===== src/rtl/word_gather_stage_pkg.sv =====
// Shared defaults and sizing helpers for the word gather stage.
//   DEFAULT_WIDTH / DEFAULT_NUM_WORDS : default word width and words per vector
//   count_width()                      : bits needed for a 0..NUM_WORDS word counter
//   count_t                            : counter type for the default configuration
package word_gather_pkg;

  localparam int unsigned DEFAULT_WIDTH     = 16;
  localparam int unsigned DEFAULT_NUM_WORDS = 8;
  localparam int unsigned DEFAULT_COUNT_W   = $clog2(DEFAULT_NUM_WORDS + 1);

  typedef logic [DEFAULT_COUNT_W-1:0] count_t;

  // Counter must also hold NUM_WORDS itself, which marks the FULL state.
  function automatic int unsigned count_width(input int unsigned num_words);
    return $clog2(num_words + 1);
  endfunction

endpackage


===== src/rtl/word_gather_stage_if.sv =====
// Word-serial valid/ready input stream of the gather stage.
//   in_data  : input word
//   in_valid : in_data valid
//   in_ready : stage can accept in_data this cycle
// master = word producer, slave = gather stage.
interface word_gather_if
  import word_gather_pkg::*;
#(
  parameter int unsigned WIDTH = DEFAULT_WIDTH
);

  logic [WIDTH-1:0] in_data;
  logic             in_valid;
  logic             in_ready;

  modport master (output in_data, output in_valid, input in_ready);
  modport slave  (input in_data, input in_valid, output in_ready);

endinterface


===== src/rtl/word_gather_stage.sv =====
// Serial-to-parallel input stage: gathers NUM_WORDS words from a valid/ready
// stream into a vector and holds it on out/valid_out until consumed by en.
//   clk, rst_n : clock, asynchronous active-low reset
//   clr        : synchronous flush of partial vector and held output
//   en         : downstream enable; held vector consumed on a posedge with en=1
//   in_if      : word stream (in_data, in_valid, in_ready)
//   out        : assembled vector, out[0] = first word accepted
//   valid_out  : out holds an unconsumed vector
module word_gather_stage
  import word_gather_pkg::*;
#(
  parameter int unsigned WIDTH     = DEFAULT_WIDTH,
  parameter int unsigned NUM_WORDS = DEFAULT_NUM_WORDS
) (
  input  logic              clk,
  input  logic              rst_n,
  input  logic              clr,
  input  logic              en,
  word_gather_if.slave      in_if,
  output logic [WIDTH-1:0]  out [NUM_WORDS],
  output logic              valid_out
);

  localparam int unsigned   CW   = count_width(NUM_WORDS);
  localparam logic [CW-1:0] FULL = CW'(NUM_WORDS);
  localparam logic [CW-1:0] LAST = CW'(NUM_WORDS - 1);

  logic [CW-1:0]    count;
  logic [CW-1:0]    count_d;
  logic             valid_d;
  logic             load_out;
  logic             accept;
  logic             out_free;
  logic [WIDTH-1:0] slots [NUM_WORDS];
  logic [WIDTH-1:0] out_d [NUM_WORDS];

  // Ready depends on state only: blocked only while a complete vector waits in the slots.
  assign in_if.in_ready = (count != FULL);
  assign accept         = in_if.in_valid && in_if.in_ready;
  assign out_free       = !valid_out || en;

  // Counter / output-valid next state.
  always_comb begin
    count_d  = count;
    valid_d  = valid_out;
    load_out = 1'b0;
    if (clr) begin
      count_d = '0;
      valid_d = 1'b0;
    end else begin
      // A held vector is consumed on any en edge unless replaced below.
      if (en) valid_d = 1'b0;
      if (count == FULL) begin
        if (en) begin
          load_out = 1'b1;
          count_d  = '0;
          valid_d  = 1'b1;
        end
      end else if (accept) begin
        if (count == LAST) begin
          if (out_free) begin
            load_out = 1'b1;
            count_d  = '0;
            valid_d  = 1'b1;
          end else begin
            count_d = FULL;
          end
        end else begin
          count_d = count + CW'(1);
        end
      end
    end
  end

  // Final word bypasses the slots so the vector loads on the same edge it completes.
  always_comb begin
    for (int i = 0; i < NUM_WORDS; i++) begin
      out_d[i] = slots[i];
    end
    if (accept) out_d[NUM_WORDS-1] = in_if.in_data;
  end

  // State register.
  always_ff @(posedge clk or negedge rst_n) begin
    if (!rst_n) begin
      count     <= '0;
      valid_out <= 1'b0;
    end else begin
      count     <= count_d;
      valid_out <= valid_d;
    end
  end

  // Assembly slots and output holding register.
  always_ff @(posedge clk or negedge rst_n) begin
    if (!rst_n) begin
      for (int i = 0; i < NUM_WORDS; i++) begin
        slots[i] <= '0;
        out[i]   <= '0;
      end
    end else begin
      for (int i = 0; i < NUM_WORDS; i++) begin
        if (accept && !clr && (count == CW'(i))) slots[i] <= in_if.in_data;
        if (load_out) out[i] <= out_d[i];
      end
    end
  end

endmodule


===== src/flat_wrapper.sv =====
// flat-port wrapper written by rule: the top's interface ports become plain ports
module word_gather_stage_flat import word_gather_pkg::*;
#(
  parameter int unsigned WIDTH     = DEFAULT_WIDTH,
  parameter int unsigned NUM_WORDS = DEFAULT_NUM_WORDS
)
  (clk, rst_n, clr, en, out, valid_out, in_if_in_data, in_if_in_valid, in_if_in_ready);
  word_gather_if #(.WIDTH(WIDTH)) in_if_i ();
  input  logic clk;
  input  logic rst_n;
  input  logic clr;
  input  logic en;
  output logic [WIDTH-1:0] out[NUM_WORDS];
  output logic valid_out;
  input wire logic [$bits(in_if_i.in_data)-1:0] in_if_in_data;
  input wire logic [$bits(in_if_i.in_valid)-1:0] in_if_in_valid;
  output wire logic [$bits(in_if_i.in_ready)-1:0] in_if_in_ready;
  assign in_if_i.in_data = in_if_in_data;
  assign in_if_i.in_valid = in_if_in_valid;
  assign in_if_in_ready = in_if_i.in_ready;
  word_gather_stage #(.WIDTH(WIDTH), .NUM_WORDS(NUM_WORDS)) u_core (.clk(clk), .rst_n(rst_n), .clr(clr), .en(en), .in_if(in_if_i), .out(out), .valid_out(valid_out));
endmodule

===== config.mk =====
export PLATFORM = sky130hd
export DESIGN_NAME = word_gather_stage_flat
export DESIGN_NICKNAME = d
export VERILOG_FILES = /design/src/rtl/word_gather_stage_pkg.sv /design/src/rtl/word_gather_stage_if.sv /design/src/rtl/word_gather_stage.sv /design/src/flat_wrapper.sv
export SDC_FILE = /design/constraint.sdc
export NUM_CORES = 1
export LEC_CHECK = 0
export CORE_MARGIN = 1
export CORE_UTILIZATION = 55
export DETAILED_ROUTE_END_ITERATION = 8
export HOLD_SLACK_MARGIN = 0.08
export PLACE_DENSITY_LB_ADDON = 0.3
export SETUP_SLACK_MARGIN = 0.1
export SYNTH_ARGS = -nofsm -noshare
export SYNTH_HDL_FRONTEND = slang
export SYNTH_SLANG_ARGS = --single-unit

===== constraint.sdc =====
create_clock -name clk -period 5.4 [get_ports clk]
set_clock_uncertainty 0.2 [all_clocks]
set_input_delay 0.81 -clock clk [delete_from_list [all_inputs] [get_ports clk]]
set_output_delay 0.81 -clock clk [all_outputs]
set_load 0.02 [all_outputs]

==> flow_summary.json, run 1 <==
{
  "routed_wl_mm": 21.5,
  "cp-endpoint": "u_core.out[58]",
  "synth_nets": 632,
  "grt_overflow_total": 0,
  "crit_family": "buffers and inverters",
  "slowest_delay_ns": 0.60,
  "ios": 151,
  "post_cts_resized": 0,
  "synthDominantCellAreaShare_pct": 61.8,
  "die_width_um": 141,
  "rows": 50,
  "vdd_drop_max_uv": 277,
  "yosys_warnings": 0,
  "final-hold-violation-count": 0,
  "clock_latency_ns": 0.52,
  "grt_util_met3_pct": 4.59,
  "syn_avg_cell_area_um2": 17.4,
  "clockBufferDepth": 3,
  "clkSinkCount": 261,
  "final_cell_mix": "261 x dfrtp_1, 152 x mux2_2, 149 x clkdlybuf4s50_1, 120 x mux2_4, 27 x clkbuf_16",
  "maxCapViolations": 0,
  "die_h_um": 141,
  "finalSetupViolCount": 0,
  "worst-path-buf-inv": 2,
  "drt_iter0_drc": 255,
  "tightest_slew_ns": 1.07,
  "grt-busiest-layer": "met2",
  "crit_chain": "clkdlybuf4s50_1, nor2b_1, and2_1, a32o_4, buf_12, mux2_2",
  "antenna_found_initial": 0,
  "dpl.hpwl_mm": 13.8,
  "ff2ff_path_depth": 6,
  "dieArea_mm2": 0.0198,
  "cts-root-buf": "clkbuf_16",
  "num_antenna_cells": 0,
  "hold_ws_ns": 0.179,
  "netlist_area_mm2": 0.0106,
  "grt_max_degree": 139,
  "hold_buffers": 0,
  "initial_utilization_pct": 56.3,
  "max_freq_mhz": 295,
  "p_per_area_mw_per_mm2": 325,
  "setup_tns_ns": 0,
  "r2r_slack_ns": 2.36,
  "worstPathRequired_ns": 5.60,
  "slew_headroom_pct": 28.6,
  "first_global_vias": 6115,
  "endpoint_kind": "flip-flop",
  "cp.depth": 6,
  "dr.pass1.iters": 6,
  "async_reset_ff_share_pct": 100,
  "critPathSlowestCell": "a32o_4",
  "worst-setup-path-type": "primary input to flip-flop",
  "drcViolationCount": 0,
  "synth_cell_types": 25,
  "htreeDepth": 1,
  "grt_use_total_pct": 22.8,
  "reg2reg_to": "u_core.out[58]",
  "core-area_mm2": 0.0188,
  "status": "finished clean",
  "place_congestion": 0.805,
  "vias_per_cell": 5.46,
  "synthCells": 607,
  "cts_buffers": 27,
  "cp-startpoint": "in_if_in_valid",
  "synthTopCellsByArea": "dfrtp_1 62%, mux2_4 17%, mux2_2 16%",
  "min_period_ns": 3.39,
  "hold_path.class": "primary input to asynchronous set/reset pin",
  "p_leak_uw": 0.00621,
  "drive_gt1_share_pct": 41.5,
  "drv_slew": 0,
  "period_share_pct": 62.7,
  "grt_first_pass_wirelength_mm": 35.0,
  "nFillCells": 1187,
  "antenna_left": 0,
  "synth_largest_area_cell": "dfrtp_1",
  "yosysSeqAreaShare_pct": 61.8,
  "use_met2_pct": 38.0,
  "synth-seq-cells": 261,
  "final_common_cell": "dfrtp_1",
  "wire_per_inst_um": 21.2,
  "syn_to_final_growth_pct": 24.2,
  "rsz0062_at_grt": "false",
  "r2r_start": "u_core.count[0]",
  "crit_fanout": 49,
  "worst_setup_hold_path_clk_slew_ns": 0.06,
  "vias": 5540,
  "synthFlopType": "dfrtp_1",
  "cts_tree": "yes",
  "start_kind": "primary input",
  "nNetsFinal": 787,
  "crit_arrival_ns": 3.58,
  "port_buffers": 150,
  "post_cts_buffers": 0,
  "grt_use_met1_pct": 31.2,
  "synth_edf_count": 0
}
## worst reg2reg max path, cell delays in order, from the launching register on
cell     delay, ns
dfrtp_1       0.45
inv_1         0.12
ha_1          0.23
nor2b_1       0.33
a32o_4        0.72
buf_12        0.44
mux2_2        0.43
## synthesized netlist by cell type (2+ instances only)
| cell | n |
|---|---|
| a21oi_1 | 4 |
| mux2i_1 | 3 |
| nor2_1 | 5 |
| nand2_1 | 4 |
| nand3_1 | 3 |
| nand4_1 | 3 |
| buf_6 | 15 |
| ha_1 | 4 |
| clkbuf_1 | 7 |
| buf_2 | 6 |
| nor2b_1 | 2 |
| and3_1 | 2 |
| dfrtp_1 | 261 |
| and3b_1 | 2 |
| mux2_2 | 152 |
| a32o_1 | 2 |
| inv_1 | 5 |
| mux2_4 | 120 |
## where the power goes
part / internal (uW) / switching, uW
clock: 1110 / 730
sequential: 2090 / 75.3
combinational: 140 / 118
total: 3340 / 923
## flip-flops by register name (all words and copies together) (netlist names)
name              count
u_core.count          4
u_core.out          128
u_core.out_d        112
u_core.slots         16
u_core.valid_out      1
## cells by family (layout without fill, tap and decap cells)
logic type,Yosys count,after routing,synth area share [%]
flops,261,261,61.8
buf+inv,33,207,2.31
simple gates,25,25,1.27
mux,275,275,33.5
compound gates,9,9,0.580
fa+ha+maj,4,4,0.474
## per-layer routing
| layer | wire, um | share of wire, % | vias to the layer above |
|---|---|---|---|
| li1 | - | - | 2462 |
| met1 | 9510 | 44 | 2921 |
| met2 | 10600 | 50 | 131 |
| met3 | 1040 | 4.8 | 26 |
| met4 | 297 | 1.4 | 0 |
| met5 | 0 | 0 | - |
## worst min-delay path by stage
stage	to	slack, ns	from	cells past startpoint
after floorplan	u_core.out[54]	0.27	u_core.out_d[54]	1
after global placement	u_core.out[61]	0.28	u_core.out_d[61]	1
after detailed placement	u_core.out[104]	0.29	u_core.out_d[104]	1
after CTS	u_core.out_d[34]	0.22	rst_n	1
after global routing	u_core.out_d[34]	0.24	rst_n	1
final	u_core.out_d[34]	0.18	rst_n	1
## cell type report
cell class	count	area (um2)	area share, %
Multi-Input combinational cell	313	3800	29.0
Tap cell	234	293	2.23
Inverter	5	18.8	0.143
Sequential cell	261	6530	49.8
Clock buffer	40	835	6.36
Clock inverter	8	67.6	0.515
Timing Repair Buffer	154	1570	12.0
## metrics by stage
| stage | setup WS [ns] | cell area (um2) | total power [uW] | std cells | utilization, % |
|---|---|---|---|---|---|
| CTS | 2.03 | 13100 | 4300 | 1015 | 69.9 |
| detailed placement | 1.54 | 12200 | 2460 | 967 | 65.1 |
| global route | 1.92 | 13100 | 4430 | 1015 | 69.9 |
| finish | 2.01 | 13100 | 4260 | 1015 | 69.9 |
| floorplan | 2.92 | 10600 | 2330 | 607 | - |
| global placement | 1.70 | 12200 | 2430 | 967 | 65.1 |
(Power assumes the default switching activity.)
==> run 2, diff against run 1 <==
CORE_UTILIZATION = 49   (was 55)
clock period = 3.1 ns   (was 5.4 ns; I/O delays follow)
==> flow_summary.json, run 2 (synthesized netlist as in run 1, its figures left out) <==
{
  "slew_headroom_pct": 39.9,
  "placed_cell_area_mm2": 0.0125,
  "antenna_left": 0,
  "antenna_found_initial": 0,
  "drcViolationCount": 0,
  "crit_fanout": 13,
  "grt_use_total_pct": 20.6,
  "cts_buffers": 27,
  "maxCapViolations": 0,
  "vdd_drop_max_uv": 399,
  "place_congestion": 0.769,
  "endpoint_kind": "flip-flop",
  "die_h_um": 149,
  "nNetsFinal": 809,
  "dr.pass1.iters": 4,
  "grt_overflow_total": 0,
  "core-area_mm2": 0.0211,
  "vias_per_cell": 5.27,
  "htreeDepth": 1,
  "grt_max_degree": 115,
  "final-hold-violation-count": 0,
  "drive_gt1_share_pct": 42.9,
  "status": "finished clean",
  "port_buffers": 150,
  "start_kind": "flip-flop",
  "period_share_pct": 82.7,
  "top_register": "u_core.out",
  "power.total_uw": 7500,
  "post_cts_buffers": 0,
  "rsz0062_at_grt": "false",
  "drv_slew": 0,
  "fin_cells": 1078,
  "r2r_slack_ns": 0.54,
  "drt_iter0_drc": 235,
  "worst_setup_hold_path_clk_slew_ns": 0.06,
  "cts_tree": "yes",
  "clkSinkCount": 261,
  "grt_first_pass_wirelength_mm": 35.3,
  "die_width_um": 149,
  "multiInputGateArea_mm2": 0.00380,
  "final_cell_mix": "259 x dfrtp_1, 152 x mux2_2, 148 x clkdlybuf4s50_1, 120 x mux2_4, 27 x clkbuf_16",
  "initial_utilization_pct": 50.1,
  "cts-root-buf": "clkbuf_16",
  "vias": 5679,
  "tightest_slew_ns": 0.901,
  "dieArea_mm2": 0.0222,
  "setup_tns_ns": 0,
  "fin_area_mm2": 0.0134,
  "hold_ws_ns": 0.295,
  "seq_area_mm2": 0.00653,
  "worstPathRequired_ns": 3.30,
  "dpl.hpwl_mm": 14.5,
  "final_common_cell": "dfrtp_1",
  "clock_latency_ns": 0.52,
  "routed_wl_mm": 21.9,
  "max_freq_mhz": 390,
  "clockBufferDepth": 3,
  "min_period_ns": 2.56,
  "hold_path.class": "flip-flop to flip-flop",
  "ios": 151,
  "finalSetupViolCount": 0,
  "largest_reg_flops": 128,
  "first_global_vias": 6178,
  "nFillCells": 1519,
  "crit_arrival_ns": 2.77,
  "wire_per_inst_um": 20.3,
  "syn_to_final_growth_pct": 26.7,
  "p_per_area_mw_per_mm2": 561,
  "p_leak_uw": 0.00632,
  "placed_cells": 1029,
  "worst-setup-path-type": "flip-flop to flip-flop",
  "rows": 53
}
run 2: changes by cell type in the layout (fill, tap and decap cells not counted), sizes merged:
cell / change
buf: +21
bufinv: +2
clkbuf: -3
clkdlybuf4s50: -1
diode: +1
dlygate4sd3: +1
dlymetal6s2s: +1
run 2: final cells by class:
| class | count | area share, % |
|---|---|---|
| tap | 275 | 2.57 |
| antenna | 1 | 0.0187 |
| multi-input combinational | 313 | 28.4 |
| clock buffer | 37 | 5.78 |
| inverter | 5 | 0.140 |
| sequential | 261 | 48.8 |
| clock inverter | 10 | 0.954 |
| timing repair buffer | 176 | 13.3 |
run 2: metal layers:
layer	vias to the layer above	routed length (um)	track usage (%)
met2	148	10700	33.8
met3	42	962	3.27
li1	2512	-	-
met4	0	478	5.66
met5	-	0	0
met1	2977	9750	28.6
run 2: path summary, 6_finish.rpt:
check | cells after the start | end | start
min in group asynchronous | 2 | u_core.out_d[57] | rst_n
worst max-delay path | 8 | u_core.out[10] | u_core.count[0]
worst min register to register | 1 | u_core.out[51] | u_core.out_d[51]
max in group asynchronous | 3 | u_core.out_d[18] | rst_n
worst min-delay path | 1 | u_core.out[51] | u_core.out_d[51]
worst max register to register | 8 | u_core.out[10] | u_core.count[0]
run 2: critical path: stages (launching register included):
cell and delay, ns:
dfrtp_2 0.46, inv_1 0.10, ha_1 0.21, and3b_1 0.28, inv_1 0.11, nand2_1 0.19
buf_4 0.27, mux2_2 0.37, mux2_4 0.26
run 2: repair_timing:
| action | CTS | global route |
|---|---|---|
| pin swaps | 0 | 0 |
| resized for setup | 1 | 2 |
| cloned | 0 | 0 |
| setup endpoints to repair | 1 | 1 |
| hold buffers | 1 | 0 |
| hold endpoints to repair | 107 | 0 |
run 2: per-stage QoR:
step,worst slack [ns],utilization (%)
final,0.536,63.5
after global routing,0.389,63.4
after CTS,0.153,63.4
after detailed placement,0.346,59.1
after global placement,0.445,59.1
after floorplan,0.668,-
run 2: power by group:
group          internal (uW)  leakage [uW]  total (uW)  switching [uW]
sequential              3650       0.00355        3780             133
combinational            259       0.00233         469             210
clock                   1980      0.000447        3260            1280
